## config.mk

```make
export PLATFORM = sky130hd
export DESIGN_NAME = cic_integrator
export DESIGN_NICKNAME = d
export VERILOG_FILES = /design/src/rtl/cic_integrator.sv
export SDC_FILE = /design/constraint.sdc
export NUM_CORES = 1
export LEC_CHECK = 0
export BUFFER_PORTS_ARGS = -buffer_cell sky130_fd_sc_hd__buf_4
export CORE_ASPECT_RATIO = 0.5
export CORE_MARGIN = 5
export CORE_UTILIZATION = 55
export CTS_CLUSTER_SIZE = 25
export DETAILED_ROUTE_END_ITERATION = 10
export PLACE_DENSITY_LB_ADDON = 0.25
export RECOVER_POWER = 25
export SLEW_MARGIN = 20
export SYNTH_ARGS = -nofsm -noshare
export SYNTH_HDL_FRONTEND = slang
export SYNTH_SLANG_ARGS = --single-unit
```

## constraint.sdc

```tcl
create_clock -name clk -period 5.9 [get_ports clk]
set_input_delay 0.59 -clock clk [delete_from_list [all_inputs] [get_ports clk]]
set_output_delay 0.59 -clock clk [all_outputs]
set_load 0.02 [all_outputs]
```

## src/rtl/cic_integrator.sv

```systemverilog
// CIC integrator stage: wrapping two's-complement accumulator with a valid flag.
// Ports: clk, rst (sync, active-high), in/in_valid sample in, out/out_valid/out_ready result out.
module cic_integrator #(
  parameter int WordLengthBits = 16
) (
  input  logic                             clk,
  input  logic                             rst,
  input  logic signed [WordLengthBits-1:0] in,
  input  logic                             in_valid,
  output logic signed [WordLengthBits-1:0] out,
  output logic                             out_valid,
  input  logic                             out_ready
);

  logic signed [WordLengthBits-1:0] r_acc;
  logic                             r_vld;
  logic signed [WordLengthBits-1:0] w_sum;

  // Same-width add: overflow wraps modulo 2^W, which CIC relies on.
  assign w_sum = r_acc + in;

  always_ff @(posedge clk) begin
    if (rst) begin
      r_acc <= '0;
    end else if (in_valid) begin
      r_acc <= w_sum;
    end
  end

  // A new sample always wins over a consume in the same cycle.
  always_ff @(posedge clk) begin
    if (rst) begin
      r_vld <= 1'b0;
    end else if (in_valid) begin
      r_vld <= 1'b1;
    end else if (out_ready) begin
      r_vld <= 1'b0;
    end
  end

  assign out       = r_acc;
  assign out_valid = r_vld;

endmodule

```

# Word level (Yosys, flattened, before mapping)
# Index checks and enable logic that the tools add are counted.
totals:
  regBits: 17
  inputBits: 20
  out_inout_bits: 17
  wordCells: 6
op_classes:
  addsub: 1
  mux: 2
  n_reduce_logical: 1
op_table:
  columns: ["cell", "count"]
  rows:
  - ["$add 16x16->16", 1]
  - ["$mux 1", 2]
  - ["$reduce_bool 2->1", 1]

# Longest topological paths before layout
logic_depth:
  word_depth: 2
  mapped_depth: 7
  depth_no_buf: 7

# Worst setup path before layout
# No wires, ideal clock.
synth_timing:
  path_kind: "input port to flip-flop"
  from: "in in[0]"
  to: "reg r_acc[12] (netlist: out[12])"
  setup_ns: 0.127
  t_arrival_ns: 2.381
  t_required_ns: 5.773
  setup_slack_ns: 3.392
  path_stages: 7
  path_buffers: 0
  path_cell_list: "ha_1 -> fa_1 -> a21o_1 -> a221oi_2 -> o21bai_2 -> and3_1 -> or3b_1"
synth_between:
  elab_chain_len: 1
synth_lines:
  columns: ["element", "line_no", "text"]
  rows:
  - ["start, declared", "8", "input logic signed [WordLengthBits-1:0] in,"]
  - ["$add 16x16->16", "20", "assign w_sum = r_acc + in;"]
  - ["end signal, assigned", "26", "r_acc <= w_sum;"]
  - ["end, declared", "15", "logic signed [WordLengthBits-1:0] r_acc;"]
# No other way between the ends.
# A chain may end at the register's enable or synchronous reset.

# Worst setup path in the final report
# Same ends and word-level chain as after synthesis.

==> impl_results.md <==
- Final critical-path share of the clock period: between 40% and 50%
- Insertion delay to the later sink of the worst-skew pair: 0.26 ns
- Diodes inserted: 0
- Hold buffer count at cts: 0
- Period minus WS final: ~2.7 ns
- Cell Pwr Density: 261 nW/um^2
- Cell type contributing the most total cell area after synthesis: sky130_fd_sc_hd__dfxtp_1
- Signed area change from the synthesized netlist to the final layout: 20.8%
- Final cell count without fillers: about 240
- Worst setup skew after layout: 0.00600 ns
- Instance count of the mapped netlist: between 150 and 200
- Port bufs: 36
- Commonest cells in the netlist: sky130_fd_sc_hd__dfxtp_1, sky130_fd_sc_hd__ha_1, sky130_fd_sc_hd__nor2_1
- Largest incremental delay on the critical path: approximately 0.5 ns
- Required time of the critical path: ~6 ns
- Tightest slew margin relative to the limit: 25.9%
- CP Data Arrival Time: 2.88 ns
- Cells taking the most area after synthesis: sky130_fd_sc_hd__dfxtp_1, sky130_fd_sc_hd__ha_1, sky130_fd_sc_hd__mux2i_1
- Static leakage: roughly 0.8 nW
- Number of nets with antenna violations after routing: 0
- Total congestion overflow after global routing: 0
- Clock buffers created by TritonCTS: 3
- Worst Setup Start Kind: input port
- Setup crit end kind: flip-flop
- Core Area: about 2500 um^2
- Final hold viol count: 0
- Via/cell ratio: 5.95
- Count of filler cells inserted in the layout: approximately 240
- Die height: around 46 um
- Max-slew violation count: 0
- Share of power burned in the clock network: approximately a fifth
- Die footprint: approximately 3800 um^2
- Post-CTS Resized: 0
- Count of unique library cells instantiated by Yosys: between 40 and 50
- Area fraction of the dominant cell type after synthesis: roughly a quarter
- Pin count of the biggest net entering global routing: 27
- Max Fclk: 374 MHz
- Unrepaired setup endpoints after global routing: no
- First drt pass iteration count: 4
- Final setup viols: 0
- Proportion of power drawn by combinational gates: 47.8%
- Standard-cell rows: 13
- Number of nets in the layout: ~240
- Number of warnings reported in the yosys synthesis log: 0
- First-pass GRT wire length: around 5700 um
- Effective utilization at floorplan: 56.6%
- Setup TNS: 0 ns
- Number of max-capacitance violations reported: 0
- Cell with the most instances after synthesis: sky130_fd_sc_hd__dfxtp_1
- Via count: 1421
- Flop-to-flop setup slack: 3.35 ns
- Post-synth net total: slightly above 200
- Primary FF master, synth: sky130_fd_sc_hd__dfxtp_1
- Fraction of the core area covered by cells at the end of the flow: around two thirds
- Cell Count Post-Placement: approximately 240
- Cell with the largest stage delay on the worst path: sky130_fd_sc_hd__a221oi_2
- Sequential share of the synthesized area: between 20% and 30%
- Initial antenna violation count: 0
- Die width: around 80 um
- Routability cong.: roughly 0.89
- Via count of the first global-routing pass: about 1.3k
- Master cell of the clock root buffer: sky130_fd_sc_hd__clkbuf_8
- Average routed wire per standard cell: ~14 um
- Maximum root-to-sink buffer count: 2
- Post-route DRC violation count: 0
- # H-tree levels: 1
- Area of the mapped netlist: 1440 um^2
- Net switching fraction of the power: around 40%
- Result of the run: completed
- Clock transition at the registers of the reported paths: ~0.070 ns
- Total global routing track utilization: between 10% and 20%
- Clock tree from TritonCTS: done
- WS Path Type: input port to flip-flop
- Synth Area per Inst: approximately 8.4 um^2
- CTS sink cnt: 17
- List of cells traversed by the critical path: clkbuf_4 -> ha_1 -> fa_1 -> a21o_1 -> a221oi_2 -> o21bai_2 -> a2111oi_0 -> or3b_1
- Wire length after detailed routing: between 3000 and 4000 um
- Async set or reset register ratio after synthesis: 0%
- Worst Max-Slew Pin Slew: roughly 1.1 ns
- Layout cell share with drive strength beyond 1: between 10% and 20%
- Number of I/O pins: 37
- Internal Power: 0.273 mW
- Worst vdd ir: roughly 0.00013 V
- Flop and latch count out of synthesis: 17
- Placed wire-length estimate after detailed placement: 2580 um
- HP Class: flip-flop to flip-flop
- Number of buffers added for setup after CTS: 0
- Switching power: roughly 0.18 mW
- Number of enable flip-flop cells after synthesis: 0
- Initial DRC Count: roughly 130
- Sequential cell fraction of total power: a little under a third
- Highest net fanout along the worst path: 4
through the flow:
stage                     instance area [um^2]  power [mW]  hold slack [ns]  setup slack (ns)
after floorplan                           1440       0.302            0.547              3.39
after global placement                    1720       0.362            0.460              3.08
after detailed placement                  1720       0.366            0.469              3.01
after CTS                                 1760       0.461            0.480              3.27
after global routing                      1730       0.486            0.501              3.06
final                                     1730       0.453            0.473              3.23
final cells by class:
| class | count | area [um^2] | share of cell area, % |
|---|---|---|---|
| inverters | 9 | 33.8 | 1.95 |
| repair buffers | 36 | 244 | 14.1 |
| clock buffers | 4 | 45.0 | 2.60 |
| flip-flops and latches | 17 | 340 | 19.6 |
| well taps | 37 | 46.3 | 2.67 |
| multi-input cells | 136 | 1020 | 59.1 |
logic make-up (layout without fill, tap and decap cells):
family / Yosys count / count (layout) / synth area share [%]
fa+ha+maj: 16 / 16 / 14.5
compound gates: 51 / 51 / 26.9
flops: 17 / 17 / 23.7
xor+xnor: 6 / 6 / 3.66
simple gates: 55 / 55 / 20.7
mux: 8 / 8 / 5.58
buf+inv: 18 / 49 / 4.88
registers in the layout (all words and copies together), names as in the netlist:
name / count
out: 16
out_valid: 1
critical path, delay by kind of cell:
| kind | cells | cell delay (ns) |
|---|---|---|
| AOI/OAI and AO/OA | 4 | 1.35 |
| adders and majority gates | 2 | 0.66 |
| buffers and inverters | 1 | 0.11 |
| and+or+nand+nor | 1 | 0.17 |
layer usage:
layer,up-vias,track usage (%),wire (um)
met1,670,26.3,1660
met3,2,6.05,232
met2,38,31.5,1520
met4,0,4.30,12
li1,711,-,-
met5,-,0,0
layout by cell type, fill, tap and decap left out, drive strengths merged, types with 3 or more instances in the layout:
| cell type | instances |
|---|---|
| a21oi | 11 |
| o311ai | 3 |
| dfxtp | 17 |
| and3 | 3 |
| ha | 15 |
| nand3 | 3 |
| mux2i | 8 |
| nand2 | 12 |
| nor3 | 5 |
| nand4 | 4 |
| o21ai | 5 |
| nand2b | 3 |
| nor2 | 13 |
| o21bai | 4 |
| xnor2 | 4 |
| a211oi | 4 |
| a21o | 8 |
| clkbuf | 12 |
| buf | 28 |
| inv | 9 |
path summary, 6_finish.rpt:
check | start | endpoint | depth (start not counted)
worst max-delay path | in[0] | out[12] | 8
worst min-delay path | out_valid | out_valid | 2
worst min register to register | out_valid | out_valid | 2
worst max register to register | out[0] | out[12] | 7
power groups by stage:
stage                     clock network (mW)  registers (mW)  logic, mW
after floorplan                            0           0.166      0.136
after global placement                     0           0.147      0.215
after detailed placement                   0           0.148      0.218
after CTS                             0.0958           0.145      0.220
after global routing                   0.100           0.148      0.238
final                                 0.0921           0.145      0.217
(Power assumes the default switching activity.)
